<file path="src/rtl/gpio_cfg_pkg.sv">
// Shared types and constants for the GPIO pad-strip serial configuration loader.
package gpio_cfg_pkg;

  localparam int PAD_CTRL_BITS_DEF = 12;
  localparam logic [PAD_CTRL_BITS_DEF-1:0] PAD_DEFAULT_DEF = 12'hC00;

  typedef logic [PAD_CTRL_BITS_DEF-1:0] pad_cfg_t;

  typedef enum logic [1:0] {
    CFG_IDLE  = 2'd0,
    CFG_SHIFT = 2'd1,
    CFG_LOAD  = 2'd2
  } cfg_state_t;

endpackage

</file>
<file path="src/rtl/gpio_cfg_shifter.sv">
// Streams a flat snapshot MSB-first into the pad chain, then issues one load slot.
module gpio_cfg_shifter
  import gpio_cfg_pkg::*;
#(
  parameter int N_BITS  = 168,
  parameter int CLK_DIV = 2
) (
  input  logic              mclk,
  input  logic              reset,
  input  logic              start,
  input  logic [N_BITS-1:0] snap,
  output logic              busy,
  output logic              done,
  output logic              serial_clock,
  output logic              serial_data,
  output logic              serial_load
);

  localparam int PH_W = $clog2(2 * CLK_DIV);
  localparam int BC_W = (N_BITS > 1) ? $clog2(N_BITS) : 1;
  localparam logic [PH_W-1:0] PH_LAST  = PH_W'(2 * CLK_DIV - 1);
  localparam logic [PH_W-1:0] PH_RISE  = PH_W'(CLK_DIV);
  localparam logic [BC_W-1:0] BIT_LAST = BC_W'(N_BITS - 1);

  cfg_state_t        state_r, state_s;
  logic [PH_W-1:0]   ph_r, ph_s, ph_inc_s;
  logic [BC_W-1:0]   bit_r, bit_s;
  logic [N_BITS-1:0] sreg_r, sreg_s;
  logic              busy_s, done_s, sclk_s, sdata_s, sload_s;

  // state and registered serial outputs
  always_ff @(posedge mclk or posedge reset) begin
    if (reset) begin
      state_r      <= CFG_IDLE;
      ph_r         <= '0;
      bit_r        <= '0;
      sreg_r       <= '0;
      busy         <= 1'b0;
      done         <= 1'b0;
      serial_clock <= 1'b0;
      serial_data  <= 1'b0;
      serial_load  <= 1'b0;
    end else begin
      state_r      <= state_s;
      ph_r         <= ph_s;
      bit_r        <= bit_s;
      sreg_r       <= sreg_s;
      busy         <= busy_s;
      done         <= done_s;
      serial_clock <= sclk_s;
      serial_data  <= sdata_s;
      serial_load  <= sload_s;
    end
  end

  // next-state and next-output logic; data only moves on a phase wrap, when the clock is low
  always_comb begin
    state_s  = state_r;
    ph_s     = ph_r;
    bit_s    = bit_r;
    sreg_s   = sreg_r;
    busy_s   = busy;
    done_s   = 1'b0;
    sclk_s   = serial_clock;
    sdata_s  = serial_data;
    sload_s  = serial_load;
    ph_inc_s = ph_r + PH_W'(1);
    case (state_r)
      CFG_IDLE: begin
        if (start) begin
          state_s = CFG_SHIFT;
          ph_s    = '0;
          bit_s   = '0;
          sreg_s  = snap;
          busy_s  = 1'b1;
          sclk_s  = 1'b0;
          sdata_s = snap[N_BITS-1];
          sload_s = 1'b0;
        end else begin
          busy_s  = 1'b0;
          sclk_s  = 1'b0;
          sdata_s = 1'b0;
          sload_s = 1'b0;
        end
      end
      CFG_SHIFT: begin
        if (ph_r == PH_LAST) begin
          ph_s   = '0;
          sclk_s = 1'b0;
          if (bit_r == BIT_LAST) begin
            state_s = CFG_LOAD;
            sdata_s = 1'b0;
            sload_s = 1'b1;
          end else begin
            bit_s   = bit_r + BC_W'(1);
            sreg_s  = {sreg_r[N_BITS-2:0], 1'b0};
            sdata_s = sreg_r[N_BITS-2];
          end
        end else begin
          ph_s   = ph_inc_s;
          sclk_s = (ph_inc_s >= PH_RISE);
        end
      end
      CFG_LOAD: begin
        if (ph_r == PH_LAST) begin
          state_s = CFG_IDLE;
          ph_s    = '0;
          busy_s  = 1'b0;
          done_s  = 1'b1;
          sload_s = 1'b0;
        end else begin
          ph_s = ph_inc_s;
        end
      end
      default: begin
        state_s = CFG_IDLE;
        ph_s    = '0;
        busy_s  = 1'b0;
        sclk_s  = 1'b0;
        sdata_s = 1'b0;
        sload_s = 1'b0;
      end
    endcase
  end

endmodule

</file>
<file path="src/rtl/gpio_cfg_loader.sv">
// Per-pad configuration register file with readback, feeding the serial chain shifter.
module gpio_cfg_loader
  import gpio_cfg_pkg::*;
#(
  parameter int                     N_PADS        = 14,
  parameter int                     PAD_CTRL_BITS = PAD_CTRL_BITS_DEF,
  parameter logic [PAD_CTRL_BITS-1:0] PAD_DEFAULT = PAD_DEFAULT_DEF,
  parameter int                     CLK_DIV       = 2,
  parameter int                     AUTO_LOAD     = 1
) (
  input  logic                       mclk,
  input  logic                       reset,
  input  logic                       cfg_we,
  input  logic [$clog2(N_PADS)-1:0]  cfg_addr,
  input  logic [PAD_CTRL_BITS-1:0]   cfg_wdata,
  output logic [PAD_CTRL_BITS-1:0]   cfg_rdata,
  input  logic                       start,
  output logic                       busy,
  output logic                       done,
  output logic                       serial_clock,
  output logic                       serial_data,
  output logic                       serial_load
);

  localparam int AW     = $clog2(N_PADS);
  localparam int N_BITS = N_PADS * PAD_CTRL_BITS;

  logic [PAD_CTRL_BITS-1:0] cfg_r [N_PADS];
  logic [N_BITS-1:0]        snap_s;
  logic                     in_range_s;
  logic                     auto_pend_r;
  logic                     go_s;

  assign in_range_s = ({1'b0, cfg_addr} < (AW + 1)'(N_PADS));
  assign go_s       = start | auto_pend_r;

  // config word storage; out-of-range writes are dropped
  always_ff @(posedge mclk or posedge reset) begin
    if (reset) begin
      for (int k = 0; k < N_PADS; k++) cfg_r[k] <= PAD_DEFAULT;
    end else if (cfg_we && in_range_s) begin
      cfg_r[cfg_addr] <= cfg_wdata;
    end
  end

  // readback mux
  always_comb begin
    if (in_range_s) begin
      cfg_rdata = cfg_r[cfg_addr];
    end else begin
      cfg_rdata = '0;
    end
  end

  // one-shot auto-load request armed by reset, consumed by the first idle cycle
  always_ff @(posedge mclk or posedge reset) begin
    if (reset) begin
      auto_pend_r <= (AUTO_LOAD != 0);
    end else if (auto_pend_r && !busy) begin
      auto_pend_r <= 1'b0;
    end
  end

  // pad N_PADS-1 occupies the top of the snapshot so it leaves the chain output first
  for (genvar k = 0; k < N_PADS; k++) begin : g_snap
    assign snap_s[k*PAD_CTRL_BITS +: PAD_CTRL_BITS] = cfg_r[k];
  end

  gpio_cfg_shifter #(
    .N_BITS  (N_BITS),
    .CLK_DIV (CLK_DIV)
  ) u_shifter (
    .mclk         (mclk),
    .reset        (reset),
    .start        (go_s),
    .snap         (snap_s),
    .busy         (busy),
    .done         (done),
    .serial_clock (serial_clock),
    .serial_data  (serial_data),
    .serial_load  (serial_load)
  );

endmodule
</file>
<file path="config.mk">
export PLATFORM = sky130hd
export DESIGN_NAME = gpio_cfg_loader
export DESIGN_NICKNAME = d
export VERILOG_FILES = /design/src/rtl/gpio_cfg_pkg.sv /design/src/rtl/gpio_cfg_shifter.sv /design/src/rtl/gpio_cfg_loader.sv
export SDC_FILE = /design/constraint.sdc
export NUM_CORES = 1
export LEC_CHECK = 0
export BUFFER_PORTS_ARGS = -buffer_cell sky130_fd_sc_hd__buf_2
export CAP_MARGIN = 25
export CORE_UTILIZATION = 35
export DETAILED_ROUTE_END_ITERATION = 7
export PLACE_DENSITY = 0.53
export SLEW_MARGIN = 20
export SYNTH_ARGS = -nofsm -noshare
export SYNTH_HDL_FRONTEND = slang
export SYNTH_SLANG_ARGS = --single-unit
</file>
<file path="constraint.sdc">
create_clock -name mclk -period 29.8 [get_ports mclk]
set_input_delay 5.96 -clock mclk [delete_from_list [all_inputs] [get_ports mclk]]
set_output_delay 5.96 -clock mclk [all_outputs]
set_load 0.02 [all_outputs]
</file>
* Word level (Yosys, flattened, before mapping)
Index checks and enable logic that the tools add are counted.
Word-level totals: memory bits (read-only) 0, input port bits 20, output and inout bits 17, bits in latches 0, RAM bits 0, word-level logic and storage cells 92, register bits after elaboration 353, memories 0
Operators by class: bitwise logic cells 4, $mul 0, add/sub/neg operators 2, order comparisons 4, equal/unequal tests 9, divide/modulo/power cells 0, shift operators 0, reductions and logical operators 12, mux-type cells 37
Operators by type and width (count):
- $mux 167 | 3
- $pmux 167 s2 | 1
- $bwmux 168 | 1
- $bmux 12 s4 | 1
- $demux 12 s4 | 1
- $mux 12 | 4
- $mux 8 | 3
- $pmux 8 s2 | 1
- $mux 2 | 6
- $mux 1 | 10
- $add 8x1->8 const B | 1
- $eq 8x8->1 const B | 1
- $reduce_and 4->1 | 2
- $ne 2x1->1 const B | 3
- $pmux 1 s3 | 2
- $pmux 2 s3 | 1
- $ge 5x5->1 const B | 1
- $lt 5x1->1 const B | 1
- $not 4->5 | 1
- $eq 2x2->1 const B | 2
- $lt 4x4->1 const B | 1
- $ne 2x2->1 const B | 2
- $pmux 1 s2 | 2
- $pmux 2 s2 | 1
- 12 further kinds | 16

* Depth between registers and ports, before layout
depth after elaboration 6, mapped depth 10, mapped depth without buffers 6

* Modules after synthesis
A second synthesis with hierarchy kept.
Unflattened totals: cells, all modules 1362, area, all modules 16696.0 um^2
By module, submodules not included:
- gpio_cfg_shifter | cells an instance 846, instances 1, seq. area each 4604.4 um^2, area each 8797.2 um^2
- gpio_cfg_loader | cells an instance 516, instances 1, seq. area each 4265.3 um^2, area each 7898.8 um^2

* Least setup slack after synthesis
OpenSTA, ideal clock, no wires.
path kind input -> output, start point in cfg_addr[0], end point out cfg_rdata[2], path buffers 3, required time 23.840 ns, slack 16.475 ns, arrival 7.365 ns, cell stages on the path 5, cell sequence buf_2 > buf_4 > buf_2 > mux2_2 > a221o_1
Between the ends: word-level cells in the longest chain between the ends 5, elaborated cells between the ends (all ways) 6, those cells by class order compare (1); mux (4); bitwise (1)
Ends and longest elaborated chain:
- start: declaration | line gpio_cfg_loader.sv:14 | input logic [$clog2(N_PADS)-1:0] cfg_addr,
- $not 4->5 (implied by the code) | line gpio_cfg_loader.sv:49 | cfg_rdata = cfg_r[cfg_addr];
- $bmux 12 s4 | line gpio_cfg_loader.sv:49
- $mux 12 (implied by the code) (2 in series) | line gpio_cfg_loader.sv:49
- $mux 12 (*) | line gpio_cfg_loader.sv:48 | if (in_range_s) begin
- end: declaration | line gpio_cfg_loader.sv:16 | output logic [PAD_CTRL_BITS-1:0] cfg_rdata,
Every way passes the cells marked *; elsewhere a longest branch is shown, timed or not. The select of a mux whose other input is x is not followed.

* Final worst setup path
start point in cfg_addr[0], end point out cfg_rdata[1]
The elaborated chain is that of the path after synthesis.

==> impl_metrics.toml <==
[yosys]
synth_flop_cell = "dfrtp_1"
synth_edf_count = 0
syn_area_per_cell_um2 = 12.52
synth_seq_cells = 353
async_reset_ff_share_pct = 100.0
synthesis.nets = 1381
synthCells = 1356
synth_cell_type_count = 48
yosysSeqAreaShare_pct = 52.24
synth_warnings = 0
syn_area_um2 = 16980

[place]
post_dp_cell_area_um2 = 17560
place_hpwl_um = 28520
place_congestion = 0.7868
portBuffers = 36

[timing]
setup-violations-final = 0
slew_violations = 0
worst_slew_pin_slew_ps = 1209
rsz0062_at_grt = "no"
tns_ps = 0
fmax_ghz = 0.06996
min_period_ps = 14290
clock_skew_ps = 11.86
finalCritPeriodShare_pct = 47.97
slew-limit-headroom_pct = 19.42
hold_viol_final = 0

[power_and_ir_drop]
power.density_nw_per_um2 = 64.65
pwr-share-seq_pct = 48.7
p_leak_nw = 9.317
ir_drop_v = 0.00004289
switchingPower_w = 0.0003067
pwr-share-comb_pct = 10.0
p_sw_share_pct = 25.08
pwr-share-clk_pct = 41.2
p_int_w = 0.0009164

[clock_tree]
clk_pin_slew_worst_paths_ps = 60
cts_htree_levels = 2
cts_resized = 0
ctsHoldBuffers = 0
cts_max_path_buffers = 3
cts_inserted_buffers = 39
root_buffer = "clkbuf_16"
cts_tree = "done"
clk_latency_ps = 550
postCtsSetupBuffers = 0
cts.sinks = 353

[floorplanning]
start_util_pct = 35.49
die_y_um = 222.3
fp-row-count = 80
dieArea_um2 = 49400
boundaryPins = 37
core_area_um2 = 47850
die_w_um = 222.3

[setup_path]
cp_data_arrival_time_ps = 8330
path_class = "in -> out"
setup.worst_path.start = "cfg_addr[0]"
required_ps = 23840
start_kind = "input port"
crit_path_end_kind = "output pin"
r2r_start = "u_shifter.state_r[1]$_DFFE_PP0P_"
path_max_fanout = 63

[global_route]
grt_overflow = 0
grt_pass1_vias = 11370
grt.total_usage_pct = 19.23
met3_usage_pct = 2.499
use_met1_pct = 26.14
grt_pass1_wl_um = 72790
grtUsageMet2_pct = 31.35
antenna_found_initial = 1
grt_max_degree = 172
top_usage_layer = "met2"

[route]
drc = 0
vias = 10860
via_per_inst = 5.497
drt-wirelength-per-cell_um = 23.57
drt.antenna.violating_nets = 0
drtIter0Drc = 648
drt_first_pass_iters = 6
drt-total-wl_um = 46560

[finish]
final_area_um2 = 18920
layout_common_cells = "dfrtp_1 (324), a21oi_1 (236), mux2_2 (173)"
area_delta_synth_final_pct = 11.43
layout_commonest_cell = "dfrtp_1"
finalNetCount = 1357
antenna_cells = 0
drive_gt1_share_pct = 33.24
fill_cells = 4592

[min_path]
hp-start = "u_shifter.ph_r[1]$_DFFE_PP0N_"
hp-class = "reg -> reg"

[status]
status = "finished clean"

[run]
max_cap_violations = 0
layout make-up:
type	instances	area [µm²]	share of cell area (%)
Clock buffer	58	1170	6.183
Clock inverter	11	157.7	0.8332
Inverter	5	26.28	0.1389
Multi-Input combinational cell	879	7532	39.81
Sequential cell	353	8870	46.88
Tap cell	615	769.5	4.067
Timing Repair Buffer	54	395.4	2.090
critical path, stage by stage:
cell and delay (ps):
buf_4 180, buf_4 740, mux4_2 590, o22ai_1 160, nor3_1 120, a221o_1 340
buf_2 180
power by group through the flow:
stage | Sequential (W) | Clock (W) | Combinational (W)
floorplan | 0.000574 | 0 | 0.0000998
global placement | 0.000607 | 0 | 0.000120
detailed placement | 0.000607 | 0 | 0.000123
CTS | 0.000598 | 0.000519 | 0.000124
global route | 0.000603 | 0.000536 | 0.000133
finish | 0.000596 | 0.000505 | 0.000123
stage by stage:
step | cells | setup slack [ps] | power (W) | hold slack (ps) | util [%]
final | 1975 | 15510 | 0.001223 | 494.6 | 39.55
after global routing | 1975 | 15330 | 0.001272 | 514.2 | 39.55
after CTS | 1973 | 15490 | 0.001240 | 499.1 | 39.47
after detailed placement | 1904 | 15490 | 0.0007301 | 485.3 | 36.70
after global placement | 1903 | 15510 | 0.0007269 | 471.1 | 36.64
after floorplan | 1356 | 14100 | 0.0006735 | 453.8 | -
cell usage after synthesis (2+ instances only):
| cell | instances | area share (%) |
|---|---|---|
| dfstp_2 | 29 | 4.5 |
| a221o_1 | 12 | 0.71 |
| nor3_1 | 13 | 0.38 |
| a211oi_1 | 12 | 0.53 |
| nand2b_1 | 7 | 0.26 |
| mux2i_1 | 168 | 9.9 |
| nand3_1 | 6 | 0.18 |
| mux4_2 | 24 | 3.2 |
| nand3b_1 | 5 | 0.22 |
| o22ai_1 | 12 | 0.44 |
| and3_1 | 2 | 0.074 |
| a21oi_2 | 100 | 5.2 |
| clkbuf_1 | 70 | 1.5 |
| nand2_1 | 15 | 0.33 |
| inv_1 | 5 | 0.11 |
| o21ai_0 | 11 | 0.32 |
| buf_4 | 2 | 0.088 |
| buf_6 | 13 | 0.86 |
| and2_1 | 3 | 0.11 |
| mux2_2 | 173 | 11 |
| nor2_1 | 16 | 0.35 |
| buf_1 | 2 | 0.044 |
| mux2_1 | 21 | 1.4 |
| buf_2 | 32 | 0.94 |
| nor2b_1 | 17 | 0.63 |
| dfrtp_1 | 324 | 48 |
| or3_1 | 2 | 0.074 |
| a21oi_1 | 236 | 7.0 |
| ha_1 | 5 | 0.37 |
registers in the layout, indices dropped and copies added (netlist names):
register,cells
cfg_r,168
u_shifter.sreg_r,167
u_shifter.bit_r,8
u_shifter.ph_r,2
u_shifter.state_r,2
auto_pend_r,1
u_shifter.busy,1
u_shifter.done,1
u_shifter.serial_clock,1
u_shifter.serial_data,1
u_shifter.serial_load,1
routing by layer:
layer | up-vias | share of wire [%]
met4 | 2 | 3.0
met3 | 76 | 3.3
met5 | - | 0.024
met2 | 189 | 48
met1 | 5641 | 46
li1 | 4948 | -
final timing paths:
kind | end | slack (ps) | cells after the start
max | cfg_rdata[1] | 15510 | 7
min | u_shifter.ph_r[1]$_DFFE_PP0N_ | 490 | 2
max reg2reg | u_shifter.sreg_r[54]$_DFFE_PP0P_ | 25270 | 8
min reg2reg | u_shifter.ph_r[1]$_DFFE_PP0N_ | 490 | 2
max in group asynchronous | cfg_r[166]$_DFFE_PP1P_ | 22140 | 5
min in group asynchronous | cfg_r[52]$_DFFE_PP0P_ | 5580 | 2
logic make-up after synthesis:
kind of cell / Yosys count / share of synthesized area, %
AO/OA/AOI/OAI: 392 / 14.54
XOR/XNOR: 1 / 0.05159
adder cells (fa/ha/maj): 5 / 0.3684
buffers and inverters: 124 / 3.596
flip-flops: 353 / 52.24
multiplexers: 386 / 25.95
AND/OR/NAND/NOR: 95 / 3.257
(Power assumes the default switching activity.)
